==> src/rtl/uart_pkg.sv <==
// uart_pkg: link-wide UART constants and receiver state encoding shared by rx/tx
package uart_pkg;
   localparam int DEF_DATA_WIDTH     = 8;
   localparam int DEF_PARITY_ENABLED = 1;
   localparam int DEF_OVERSAMPLE     = 16;
   // 0 = even parity: the parity bit makes the total count of ones even
   localparam logic PARITY_ODD = 1'b0;
   typedef enum logic [2:0] {
      IDLE      = 3'd0,
      START     = 3'd1,
      DATA      = 3'd2,
      PARITY    = 3'd3,
      STOP      = 3'd4,
      WAIT_IDLE = 3'd5
   } rx_state_t;
endpackage

==> src/rtl/uart_sync2.sv <==
// uart_sync2: two-flop synchronizer for an asynchronous input, reset to RESET_VAL
module uart_sync2 #(
   parameter logic RESET_VAL = 1'b1
) (
   input  logic clk,
   input  logic reset,
   input  logic i_d,
   output logic o_q
);
   logic r_meta;
   always_ff @(posedge clk)
      if (reset) {o_q, r_meta} <= {RESET_VAL, RESET_VAL};
      else       {o_q, r_meta} <= {r_meta, i_d};
endmodule

==> src/rtl/rx_uart.sv <==
// rx_uart: oversampling serial receiver (start, LSB-first data, optional parity, stop).
// Define RX_MAJORITY_VOTE_EN to decide each bit by a 2-of-3 vote around mid-bit.
module rx_uart
   import uart_pkg::*;
#(
   parameter int INPUT_DATA_WIDTH = DEF_DATA_WIDTH,
   parameter int PARITY_ENABLED   = DEF_PARITY_ENABLED,
   parameter int OVERSAMPLE       = DEF_OVERSAMPLE
) (
   input  logic                        clk,
   input  logic                        reset,
   input  logic                        sample_tick,
   input  logic                        serial_in,
   output logic [INPUT_DATA_WIDTH-1:0] o_data,
   output logic                        o_valid,
   output logic                        o_parity_err,
   output logic                        o_framing_err,
   output logic                        o_busy
);
   localparam int CW = $clog2(OVERSAMPLE);
   localparam int BW = $clog2(INPUT_DATA_WIDTH + 1);
`ifdef RX_MAJORITY_VOTE_EN
   localparam int SKEW = 2;
`else
   localparam int SKEW = 0;
`endif
   localparam logic [CW-1:0] START_END = CW'(OVERSAMPLE / 2 - 1 + SKEW);
   localparam logic [CW-1:0] BIT_END   = CW'(OVERSAMPLE - 1);
   localparam logic [BW-1:0] LAST_BIT  = BW'(INPUT_DATA_WIDTH - 1);

   rx_state_t                 r_state, w_state_nx;
   logic [CW-1:0]             r_tick_cnt;
   logic [BW-1:0]             r_bit_cnt;
   logic [INPUT_DATA_WIDTH-1:0] r_shift;
   logic                      r_par;
   logic                      w_sin, w_bit, w_tick_end, w_sample;

   uart_sync2 #(.RESET_VAL(1'b1)) u_sync (
      .clk  (clk),
      .reset(reset),
      .i_d  (serial_in),
      .o_q  (w_sin)
   );

`ifdef RX_MAJORITY_VOTE_EN
   // Two previous tick samples; with the current one they form the vote window
   logic [1:0] r_hist;
   always_ff @(posedge clk)
      if (reset)            r_hist <= 2'b11;
      else if (sample_tick) r_hist <= {r_hist[0], w_sin};
   assign w_bit = (r_hist[1] & r_hist[0]) | (r_hist[1] & w_sin) | (r_hist[0] & w_sin);
`else
   assign w_bit = w_sin;
`endif

   assign w_tick_end = (r_state == START) ? (r_tick_cnt == START_END) : (r_tick_cnt == BIT_END);
   assign w_sample   = sample_tick & w_tick_end;

   always_ff @(posedge clk)
      if (reset) r_state <= IDLE;
      else       r_state <= w_state_nx;

   always_comb begin
      w_state_nx = r_state;
      if (sample_tick)
         case (r_state)
            IDLE:      w_state_nx = w_sin ? IDLE : START;
            START:     if (w_tick_end) w_state_nx = w_bit ? IDLE : DATA;
            DATA:      if (w_tick_end && r_bit_cnt == LAST_BIT)
                          w_state_nx = (PARITY_ENABLED != 0) ? PARITY : STOP;
            PARITY:    if (w_tick_end) w_state_nx = STOP;
            STOP:      if (w_tick_end) w_state_nx = w_bit ? IDLE : WAIT_IDLE;
            WAIT_IDLE: w_state_nx = w_sin ? IDLE : WAIT_IDLE;
            default:   w_state_nx = IDLE;
         endcase
   end

   always_comb o_busy = (r_state != IDLE);

   always_ff @(posedge clk)
      if (reset) begin
         r_tick_cnt    <= '0;
         r_bit_cnt     <= '0;
         r_shift       <= '0;
         r_par         <= 1'b0;
         o_data        <= '0;
         o_valid       <= 1'b0;
         o_parity_err  <= 1'b0;
         o_framing_err <= 1'b0;
      end else begin
         o_valid <= 1'b0;
         if (sample_tick) begin
            r_tick_cnt <= (r_state == IDLE || r_state == WAIT_IDLE || w_tick_end) ? '0 : r_tick_cnt + 1'b1;
            if (r_state == DATA && w_tick_end) begin
               r_shift   <= {w_bit, r_shift[INPUT_DATA_WIDTH-1:1]};
               r_bit_cnt <= (r_bit_cnt == LAST_BIT) ? '0 : r_bit_cnt + 1'b1;
            end
            if (r_state == PARITY && w_tick_end) r_par <= w_bit;
         end
         if (r_state == STOP && w_sample) begin
            o_valid       <= 1'b1;
            o_data        <= r_shift;
            o_parity_err  <= (PARITY_ENABLED != 0) & (r_par ^ (^r_shift) ^ PARITY_ODD);
            o_framing_err <= ~w_bit;
         end
      end
endmodule

==> config.mk <==
export PLATFORM = sky130hd
export DESIGN_NAME = rx_uart
export DESIGN_NICKNAME = d
export VERILOG_FILES = /design/src/rtl/uart_pkg.sv /design/src/rtl/uart_sync2.sv /design/src/rtl/rx_uart.sv
export SDC_FILE = /design/constraint.sdc
export NUM_CORES = 1
export LEC_CHECK = 0
export ABC_CLOCK_PERIOD_IN_PS = 1950
export CORE_MARGIN = 8
export CORE_UTILIZATION = 30
export CTS_CLUSTER_DIAMETER = 50
export DETAILED_ROUTE_END_ITERATION = 8
export GPL_ROUTABILITY_DRIVEN = 0
export PLACE_DENSITY = 0.51
export SYNTH_ARGS = -nofsm -noshare
export SYNTH_HDL_FRONTEND = slang
export SYNTH_HIERARCHICAL = 1
export SYNTH_SLANG_ARGS = --single-unit
export TNS_END_PERCENT = 50
==> constraint.sdc <==
create_clock -name clk -period 1.95 [get_ports clk]
set_input_delay 0.4875 -clock clk [delete_from_list [all_inputs] [get_ports clk]]
set_output_delay 0.4875 -clock clk [all_outputs]
set_load 0.02 [all_outputs]
==> flow_summary.toml, run 1 <==
[run_status]
status = "complete, no violations"

[power]
seqPwrFrac_pct = 50.7
p_sw_mw = 0.2742
cellLeakagePower_nw = 0.7311
swShare_pct = 20.35
power.total_mw = 1.347
vdd_drop_max_mv = 0.3304
combPwrFrac_pct = 3.7
power_density_nw_per_um2 = 708.0
clockPowerShare_pct = 45.6
p_int_mw = 1.073

[cells_and_area]
area_delta_synth_final_pct = 26.75
fillers = 494
drive_gt1_share_pct = 12.64
mostFrequentLayoutCells = "dfxtp_1 (33), mux2i_1 (22), nor2_1 (22), clkdlybuf4s50_1 (14), buf_4 (14)"
final_util_pct = 39.76
final_common_cell = "dfxtp_1"
final_cells = 249
nNetsFinal = 188
antennaDiodeCount = 0

[sta]
setup_viol = 0
finalCritPeriodShare_pct = 93.10
maxSlewHeadroom_pct = 70.62
min_period_ns = 1.815
max_freq_ghz = 0.5508
timing.hold.ws_ns = 0.4064
hold_violations = 0
maxSlewViolCount = 0
fin_worst_skew_ns = 0.003180
tightest_slew_ns = 0.4352
grt_setup_unrepaired = "no"

[detailed_routing]
wirelength_um = 3167
vias = 1189
dr.pass1.iters = 4
wl_per_cell_um = 12.72
ant_nets = 0
viasPerCell = 4.775
drt_iter0_drc = 25
post-route-drc-count = 0

[logic_synthesis]
syn_nets = 162
synth-async-reset-ratio_pct = 0
netlist_area_sq_um = 1501
synthCells = 156
ys.flop_type = "dfxtp_1"
syn_avg_cell_area_sq_um = 9.625
synth_edf_count = 0
synth_seq_area_share_pct = 44.00
yosys_warnings = 6
synth_cell_types = 37
ys_seq_elements = 33

[cts]
cts_tree = "yes"
clock_latency_ns = 0.28
cts_buffers = 5
cts.sink_count = 33
root_buffer = "clkbuf_8"
hold_buffers = 0
htree_levels = 2
clockBufferDepth = 2
cts_setup_buffers = 0
cts.clk_slew.worst_paths_ns = 0.07

[place]
place_hpwl_um = 2317
dp_cells = 242
portBuffers = 15

[worst_setup_path]
end_kind = "flop"
start_kind = "flop"
arrival_ns = 2.03
crit_family = "simple AND/OR/NAND/NOR gates"
critPathBufInv = 0
crit_chain = "ha_1 > and3b_1 > or4b_1 > or4_1 > a21oi_1"
cp_slowest_stage_delay_ns = 0.48
required_ns = 2.16
path_max_fanout = 4
critPathKind = "flop to flop"
cp_slowest_cell = "or4b_1"

[floorplanning]
core-area_sq_um = 4786
die_y_um = 86.75
die_w_um = 86.75
dieArea_sq_um = 7525
rows = 25
io_pins = 16
start_util_pct = 31.37

[grt]
grt_pass1_vias = 1138
grt_pass1_wl_um = 5292
gr-total-overflow = 0
grt_max_degree = 16
antenna_found_initial = 0
grt_usage_pct = 8.930

[hold_path]
min_path_type = "flop to flop"

[job]
cap_viol_max_count = 0
-- layout make-up --
cell class                 count  area (sq um)  area share, %
timing repair buffer          29         254.0          13.35
multi-input combinational    111         793.3          41.68
clock inverter                 2         35.03          1.841
clock buffer                   5         68.82          3.616
inverter                       2         7.507         0.3945
tap                           67         83.83          4.405
sequential                    33         660.6          34.71
-- metrics by stage --
stage / area (sq um) / TNS, ns / setup slack [ns]
floorplan: 1501 / 0 / 0.2253
global placement: 1800 / -0.6085 / -0.04950
detailed placement: 1800 / -0.7229 / -0.06894
CTS: 1903 / 0 / 0.1242
global route: 1903 / 0 / 0.03383
finish: 1903 / 0 / 0.1346
-- sequential cells by signal, summed over array words and instances, names as in the netlist --
name and count:
r_tick_cnt 4, u_sync/o_q 1, o_framing_err 1, o_parity_err 1, r_shift 8, o_valid 1
r_state 3, o_data 8, u_sync/r_meta 1, r_par 1, r_bit_cnt 4
-- logic make-up (layout without fill, tap and decap cells) --
family / after synthesis / in the layout / share of synthesized area [%]
compound gates: 22 / 22 / 9.667
xor+xnor: 11 / 11 / 8.249
fa+ha+maj: 2 / 2 / 1.666
buf+inv: 12 / 38 / 3.167
flops: 33 / 33 / 44.00
mux: 22 / 22 / 14.67
simple gates: 54 / 54 / 18.58
-- metal layers --
metal	routed length (um)	track usage, %
met5	0	0
met4	42	4.225
met3	95	2.647
met2	1513	14.86
met1	1516	10.20
-- Yosys cell counts (3+ instances only) --
| library cell | count | area, sq um |
|---|---|---|
| a211oi_1 | 5 | 37.54 |
| a21oi_1 | 7 | 35.03 |
| clkbuf_1 | 7 | 26.28 |
| dfxtp_1 | 33 | 660.6 |
| mux2i_1 | 22 | 220.2 |
| nand2_1 | 6 | 22.52 |
| nand2b_1 | 3 | 18.77 |
| nand4_1 | 3 | 18.77 |
| nor2_1 | 22 | 82.58 |
| nor4_1 | 3 | 18.77 |
| o21ai_0 | 3 | 15.01 |
| or2_1 | 3 | 18.77 |
| or3_1 | 3 | 18.77 |
| xnor2_1 | 5 | 43.79 |
| xor2_1 | 4 | 35.03 |
-- worst reg2reg max path, cell delays in order (launching register included) --
cell	delay [ns]
dfxtp_1	0.34
ha_1	0.23
and3b_1	0.18
or4b_1	0.48
or4_1	0.41
a21oi_1	0.12
-- worst paths after layout --
path,from,endpoint,slack [ns],cells after the start
setup reg to reg,r_bit_cnt[0],r_bit_cnt[0],0.13,5
hold / removal,u_sync/r_meta,u_sync/o_q,0.41,1
hold reg to reg,u_sync/r_meta,u_sync/o_q,0.41,1
setup / recovery,r_bit_cnt[0],r_bit_cnt[0],0.13,5
-- power by group through the flow --
stage | Combinational, mW | Sequential [mW] | Clock [mW]
final | 0.0502 | 0.683 | 0.615
after global routing | 0.0553 | 0.683 | 0.662
after CTS | 0.0508 | 0.682 | 0.640
after detailed placement | 0.0512 | 0.698 | 0
after global placement | 0.0501 | 0.698 | 0
after floorplan | 0.0283 | 0.696 | 0
-- repair_timing --
action                                 CTS  global route
endpoints found under the hold margin    0             0
gates resized for setup                  1             0
setup endpoints to repair                1             0
(Power assumes the default switching activity.)
==> run 2, diff against run 1 <==
--- a/config.mk
+++ b/config.mk
@@ -7,5 +7,5 @@
 export LEC_CHECK = 0
-export ABC_CLOCK_PERIOD_IN_PS = 1950
+export ABC_CLOCK_PERIOD_IN_PS = 2100
 export CORE_MARGIN = 8
-export CORE_UTILIZATION = 30
+export CORE_UTILIZATION = 59
 export CTS_CLUSTER_DIAMETER = 50
@@ -13,3 +13,3 @@
 export GPL_ROUTABILITY_DRIVEN = 0
-export PLACE_DENSITY = 0.51
+export PLACE_DENSITY = 0.86
 export SYNTH_ARGS = -nofsm -noshare
==> constraint.sdc (replaced) <==
create_clock -name clk -period 2.1 [get_ports clk]
set_input_delay 0.525 -clock clk [delete_from_list [all_inputs] [get_ports clk]]
set_output_delay 0.525 -clock clk [all_outputs]
set_load 0.05 [all_outputs]
==> run 2 against run 1 <==
Wire length fell by 1.2%. Critical path depth fell by 4. Die area fell by 41%. Via count rose by 0.42%. Worst setup slack got worse by 0.065 ns. Critical path type is now flop to output pin.
==> flow_summary.toml, run 2 (synthesis gave the netlist of run 1 again) <==
[detailed_routing]
drt_iter0_drc = 61
post-route-drc-count = 0
viasPerCell = 5.796
wl_per_cell_um = 15.18
wirelength_um = 3128
vias = 1194
dr.pass1.iters = 4
ant_nets = 0

[place]
place_hpwl_um = 2106
portBuffers = 15
placed_area_sq_um = 1712

[sta]
max_freq_ghz = 0.4924
maxSlewViolCount = 0
min_period_ns = 2.031
maxSlewHeadroom_pct = 65.47
fin_worst_skew_ns = 0.008052
tightest_slew_ns = 0.5164
grt_setup_unrepaired = "no"
hold_violations = 0
finalCritPeriodShare_pct = 96.70
setup_tns_ns = 0
setup_viol = 0

[grt]
antenna_found_initial = 0
grt_max_degree = 18
met1_usage_pct = 15.05
gr-total-overflow = 0
met2_usage_pct = 26.06
grt_pass1_vias = 1154
met3_usage_pct = 6.610
grt_pass1_wl_um = 5126
gr-max-usage-layer = "met2"
grt_usage_pct = 15.08

[cells_and_area]
final_common_cell = "dfxtp_1"
antennaDiodeCount = 0
postLayoutCellArea_sq_um = 1817
fillers = 175
nNetsFinal = 181
top_regs = "o_data (8), r_shift (8)"
area_delta_synth_final_pct = 21.00
mostFrequentLayoutCells = "dfxtp_1 (33), mux2i_1 (22), nor2_1 (22), clkdlybuf4s50_1 (13)"
drive_gt1_share_pct = 10.23

[worst_setup_path]
critPathBufInv = 1
required_ns = 1.57
path_max_fanout = 2
cp_slowest_stage_delay_ns = 0.81
critPathKind = "flop to output pin"
crit_chain = "clkdlybuf4s50_1"
crit_family = "buffers and inverters"
start_kind = "flop"
arrival_ns = 1.51
end_kind = "output pin"
cp_slowest_cell = "clkdlybuf4s50_1"

[power]
vdd_drop_max_mv = 0.7341
cellLeakagePower_nw = 0.7209
power_density_nw_per_um2 = 699.8

[cts]
clock_latency_ns = 0.34
clockBufferDepth = 2
hold_buffers = 0
cts.sink_count = 33
cts.clk_slew.worst_paths_ns = 0.11
root_buffer = "clkbuf_4"
cts_buffers = 5
htree_levels = 2
cts_tree = "yes"

[floorplanning]
dieArea_sq_um = 4415
die_y_um = 66.45
rows = 18
io_pins = 16
die_w_um = 66.45
start_util_pct = 61.16
core-area_sq_um = 2455

[hold_path]
min_path_type = "flop to flop"

[job]
cap_viol_max_count = 0

[run_status]
status = "complete, no violations"
==> run 2: final cells by class <==
cell class                      instances  area (sq um)  area share, %
Multi-Input combinational cell        111         793.3          43.66
Sequential cell                        33         660.6          36.36
Timing Repair Buffer                   22         215.2          11.85
Clock inverter                          3         65.06          3.581
Clock buffer                            5         37.54          2.066
Tap cell                               30         37.54          2.066
Inverter                                2         7.507         0.4132
==> run 2: timing repair <==
| action | in CTS | in global routing |
|---|---|---|
| setup buffers | 0 | 0 |
| hold endpoints to repair | 0 | 0 |
| gates resized for setup | 0 | 1 |
| setup endpoints to repair | 0 | 1 |
==> run 2: report_power, final <==
part / switching (mW) / internal (mW) / total [mW] / leakage (nW)
logic: 0.0232 / 0.0190 / 0.0422 / 0.399
registers: 0.00564 / 0.630 / 0.635 / 0.266
clock network: 0.225 / 0.369 / 0.594 / 0.0552
==> run 2: through the flow <==
| step | power (mW) | utilization (%) | hold WS, ns | setup slack [ns] | cells |
|---|---|---|---|---|---|
| after floorplan | 0.6745 | - | 0.3854 | 0.3753 | 156 |
| after global placement | 0.6901 | 69.72 | 0.3900 | 0.1077 | 198 |
| after detailed placement | 0.6916 | 69.72 | 0.4014 | 0.08121 | 198 |
| after CTS | 1.279 | 73.90 | 0.4269 | 0.05087 | 206 |
| after global routing | 1.314 | 74.01 | 0.4483 | 0.01208 | 206 |
| final | 1.271 | 74.01 | 0.4222 | 0.06927 | 206 |
==> run 2: metal layers <==
metal | wire [um] | vias to the layer above
li1 | - | 594
met5 | 0 | -
met4 | 52 | 0
met2 | 1596 | 24
met3 | 153 | 7
met1 | 1325 | 569
==> run 2: path summary, 6_finish.rpt <==
check	startpoint	to	slack (ns)	cells after the start
setup / recovery	o_data[5]	o_data[5]	0.07	1
setup reg to reg	r_state[2]	o_data[1]	0.22	5
hold reg to reg	u_sync/r_meta	u_sync/o_q	0.42	1
hold / removal	u_sync/r_meta	u_sync/o_q	0.42	1
==> variant 1 (settings of run 1) <==
Set the package constant `DEF_OVERSAMPLE` to 32 (it was 16).
--- a/src/rtl/uart_pkg.sv
+++ b/src/rtl/uart_pkg.sv
@@ -3,5 +3,5 @@
    localparam int DEF_DATA_WIDTH     = 8;
    localparam int DEF_PARITY_ENABLED = 1;
-   localparam int DEF_OVERSAMPLE     = 16;
+   localparam int DEF_OVERSAMPLE     = 32;
    // 0 = even parity: the parity bit makes the total count of ones even
    localparam logic PARITY_ODD = 1'b0;
Function: no difference found for any inputs over 10 cycles, from zero or initial values and one cycle with reset high; that may be too few to reach the edited logic, so the function may still have changed.
==> variant 1 against run 1 <==
- sequential cell count rose by 1
- wire length rose by 22%
- register-to-register slack improved by 0.09 ns
- highest routed layer unchanged
- largest cell class unchanged
- fmax is 1.7% lower
- cell area rose by 9.2%
- worst setup slack lost 0.031 ns
- die area grew 7.4%
- area after synthesis up 9.1%
- non-clock buffer count is 6 higher
- critical path depth fell by 3
Power is not compared: it rests on default switching activity, and its combinational part moved more than twofold at a synthesized area within 25%.
==> variant 1: results <==
set metrics [dict create \
    worstSkewPairLatency_ns 0.30 \
    path_max_fanout 7 \
    h-tree-depth 2 \
    cp_slowest_cell "dfxtp_1" \
    grt_util_all_layers_pct 9.76 \
    fillerInstances 550 \
    worst_hold_path_type "flop to flop" \
    slowest_delay_ns 0.37 \
    yosysWarnings 6 \
    grt_pass1_wl_um 6570 \
    place.port_buffers 15 \
    crit_family "flip-flops" \
    fin_area_um2 2080 \
    clk_pin_slew_worst_paths_ns 0.08 \
    final_nets 211 \
    swShare_pct 25.1 \
    p_leak_nw 0.802 \
    place_area_um2 1970 \
    routed_wl_um 3870 \
    hpwl_um 2710 \
    synthTopCellsByCount "dfxtp_1, nor2_1, nand4_1" \
    antenna_found_initial 0 \
    worst_ir_drop_vdd_mv 0.297 \
    cts_buffer_depth 2 \
    stdcell_count 278 \
    drive_above_1_share_pct 16.0 \
    place_ws_ns -0.0977 \
    ctsResizeCount 1 \
    synth_nets 183 \
    tightest_slew_ns 0.475 \
    grt_pass1_vias 1350 \
    cts_made_buffers 5 \
    post_cts_buffers 0 \
    cp_data_arrival_time_ns 1.36 \
    skew_ns 0.0108 \
    dp_cells 270 \
    synth.distinct_cells 39 \
    viasPerCell 4.95 \
    ys_seq_area_share_pct 41.6 \
    reg_top3 "o_data: 8 flops, r_shift: 8 flops, r_tick_cnt: 5 flops" \
    cts-root-buf "clkbuf_8" \
    status "complete, no violations" \
    slew_viol_final 0 \
    grt_start_max_net_pins 15 \
    async_flop_share_pct 0 \
    initialDrtViolationCount 65 \
    critPathLaunchType "flop" \
    drtPass1Iterations 4 \
    antenna_cells 0 \
    synth_ff_type "dfxtp_1" \
    synth.avg_cell_area_um2 9.25 \
    synthTopCellsByArea "dfxtp_1, mux2i_1, o31ai_1" \
]
## variant 1: cell types whose count changed after synthesis, sizes merged, moves of 3 or more
| cell | delta |
|---|---|
| mux2i | -11 |
| nand4 | +11 |
| o31ai | +10 |
| nor2 | -7 |
| a21oi | +5 |
| nand2 | +5 |
| buf | +3 |
| nand2b | -3 |
## variant 1: worst paths after layout
kind / startpoint / to / slack, ns / cells past startpoint
max: r_state[0] / o_busy / 0.10 / 2
min: u_sync/r_meta / u_sync/o_q / 0.42 / 1
max reg2reg: r_state[0] / r_tick_cnt[0] / 0.22 / 5
min reg2reg: u_sync/r_meta / u_sync/o_q / 0.42 / 1
## variant 1: final cells by class
type	count	share of cell area, %
Clock buffer	5	3.31
Tap cell	72	4.33
Multi-Input combinational cell	128	42.9
Sequential cell	34	32.8
Clock inverter	3	2.17
Timing Repair Buffer	35	14.4
Inverter	1	0.181
## variant 1: routing by layer
layer  share of wire [%]  track usage (%)  up-vias  wire length [um]
met1                  52             12.6      633              2010
met5                   0                0        -                 0
met2                  42             14.5       27              1610
met4                 1.7             4.99        0                66
met3                 4.5             2.74        7               174
li1                    -                -      709                 -
## variant 1: cells by family after synthesis
kind of cell | count (synthesis) | synth area share (%)
simple gates | 60 | 20.8
compound gates | 42 | 16.6
flops | 34 | 41.6
buf+inv | 15 | 4.05
xor+xnor | 12 | 8.10
mux | 12 | 7.41
fa+ha+maj | 2 | 1.53
## variant 1: power groups by stage
stage | clock network (mW) | logic (mW) | registers, mW
after global routing | 0.713 | 0.162 | 0.712
after floorplan | 0 | 0.0904 | 0.724
final | 0.667 | 0.149 | 0.711
after global placement | 0 | 0.152 | 0.727
after detailed placement | 0 | 0.150 | 0.727
after CTS | 0.681 | 0.148 | 0.711
==> variant 2 (flow settings as in run 1) <==
Without the edit above. Register the output `o_data` once more; this adds one clock of latency there. The other outputs are not delayed to match.
--- a/src/rtl/rx_uart.sv
+++ b/src/rtl/rx_uart.sv
@@ -28,4 +28,6 @@
    localparam logic [CW-1:0] BIT_END   = CW'(OVERSAMPLE - 1);
    localparam logic [BW-1:0] LAST_BIT  = BW'(INPUT_DATA_WIDTH - 1);
+
+   logic [INPUT_DATA_WIDTH-1:0] o_data_s0;
 
    rx_state_t                 r_state, w_state_nx;
@@ -84,5 +86,5 @@
          r_shift       <= '0;
          r_par         <= 1'b0;
-         o_data        <= '0;
+         o_data_s0     <= '0;
          o_valid       <= 1'b0;
          o_parity_err  <= 1'b0;
@@ -100,9 +102,13 @@
          if (r_state == STOP && w_sample) begin
             o_valid       <= 1'b1;
-            o_data        <= r_shift;
+            o_data_s0     <= r_shift;
             o_parity_err  <= (PARITY_ENABLED != 0) & (r_par ^ (^r_shift) ^ PARITY_ODD);
             o_framing_err <= ~w_bit;
          end
       end
+   always_ff @(posedge clk) begin
+      o_data <= o_data_s0;
+   end
+
 endmodule
 
Behaviour: same outputs for any inputs over 10 cycles, from zero or initial values and one cycle with reset high; that may be too few to reach the edited logic, so the function may still have changed.
==> variant 2 against run 1 <==
- wire length rose by 8.1%
- sequential power rose by 23%
- cell area is 8.0% higher
- worst setup slack improved by 0.057 ns
- total power rose by 5.6%
- clock skew is 0.00084 ns lower
- register-to-register slack improved by 0.11 ns
- critical path type is now flop to primary output
- sequential cell count increased by 8
- core utilization down 2.2 points
- area after synthesis grew 13%
- fmax up 3.3%
==> variant 2: results <==
set metrics [dict create \
    dp_cells 253 \
    synthTopCellsByArea "dfxtp_1, mux2i_1, nor2_1" \
    synth_compound_area_share_pct 9.60 \
    whs_path_depth 0 \
    fillerInstances 583 \
    place_ws_ns 0.0656 \
    routed_wl_um 3420 \
    vias 1272 \
    fin_crit_ns 1.76 \
    met1_length_um 1560 \
    p_int_mw 1.11 \
    wl_met3_um 150 \
    slowest_delay_ns 0.35 \
    min_to "o_data[2]" \
    wl_per_cell_um 13.1 \
    hp-start "o_data_s0[2]" \
    met2_usage_pct 14.0 \
    timing.rr.end "r_shift[5]" \
    grt_pass1_wl_um 5910 \
    synthCells 167 \
    place_area_um2 1970 \
    path_max_fanout 2 \
    gr-usage-met3_pct 3.13 \
    synth.distinct_cells 44 \
    reg2reg_depth 6 \
    ys_seq_area_share_pct 48.4 \
    grt_use_met1_pct 9.99 \
    synthTopCellsByCount "dfxtp_1, nor2_1, mux2i_1" \
    worst_ir_drop_vdd_mv 0.219 \
    worstReg2RegStart "r_tick_cnt[0]" \
    initialDrtViolationCount 54 \
    reg_top3 "o_data: 8 flops, o_data_s0: 8 flops, r_shift: 8 flops" \
    holdWs_ns 0.355 \
    endpoint "o_busy" \
    synth_mux_area_share_pct 11.8 \
    status "complete, no violations" \
    tightest_slew_ns 0.323 \
    grt_util_all_layers_pct 8.69 \
    rrSetupSlack_ns 0.24 \
    hpwl_um 2460 \
    synth_xor_area_share_pct 5.24 \
    p_leak_nw 0.851 \
    grt_start_max_net_pins 14 \
    cp_data_arrival_time_ns 1.27 \
    final_nets 194 \
    synth_nets 173 \
    worstSkewPairLatency_ns 0.29 \
    drive_above_1_share_pct 11.1 \
    cp_slowest_cell "or3_1" \
    hold_buffers 0 \
    grt_pass1_vias 1206 \
]
==> variant 2: cell count changes in the layout (fill, tap and decap cells not counted), sizes merged, moves of 3 or more <==
cell and change:
dfxtp +8, a211oi -5, nand3b +3, nand2 -3, nand3 +4, a31oi +3, buf -4, and3 +4
==> variant 2: area by class of cell <==
type | instances | share of cell area (%)
Sequential cell | 41 | 39.9
Tap cell | 72 | 4.38
Inverter | 4 | 0.730
Clock inverter | 3 | 0.852
Multi-Input combinational cell | 111 | 38.6
Clock buffer | 5 | 3.35
Timing Repair Buffer | 25 | 12.1
==> variant 2: power by group through the flow <==
| stage | clock network (mW) | registers [mW] | logic [mW] |
|---|---|---|---|
| after global routing | 0.603 | 0.843 | 0.0522 |
| after global placement | 0 | 0.862 | 0.0471 |
| after CTS | 0.564 | 0.842 | 0.0474 |
| after detailed placement | 0 | 0.862 | 0.0475 |
| after floorplan | 0 | 0.861 | 0.0260 |
| final | 0.534 | 0.842 | 0.0471 |
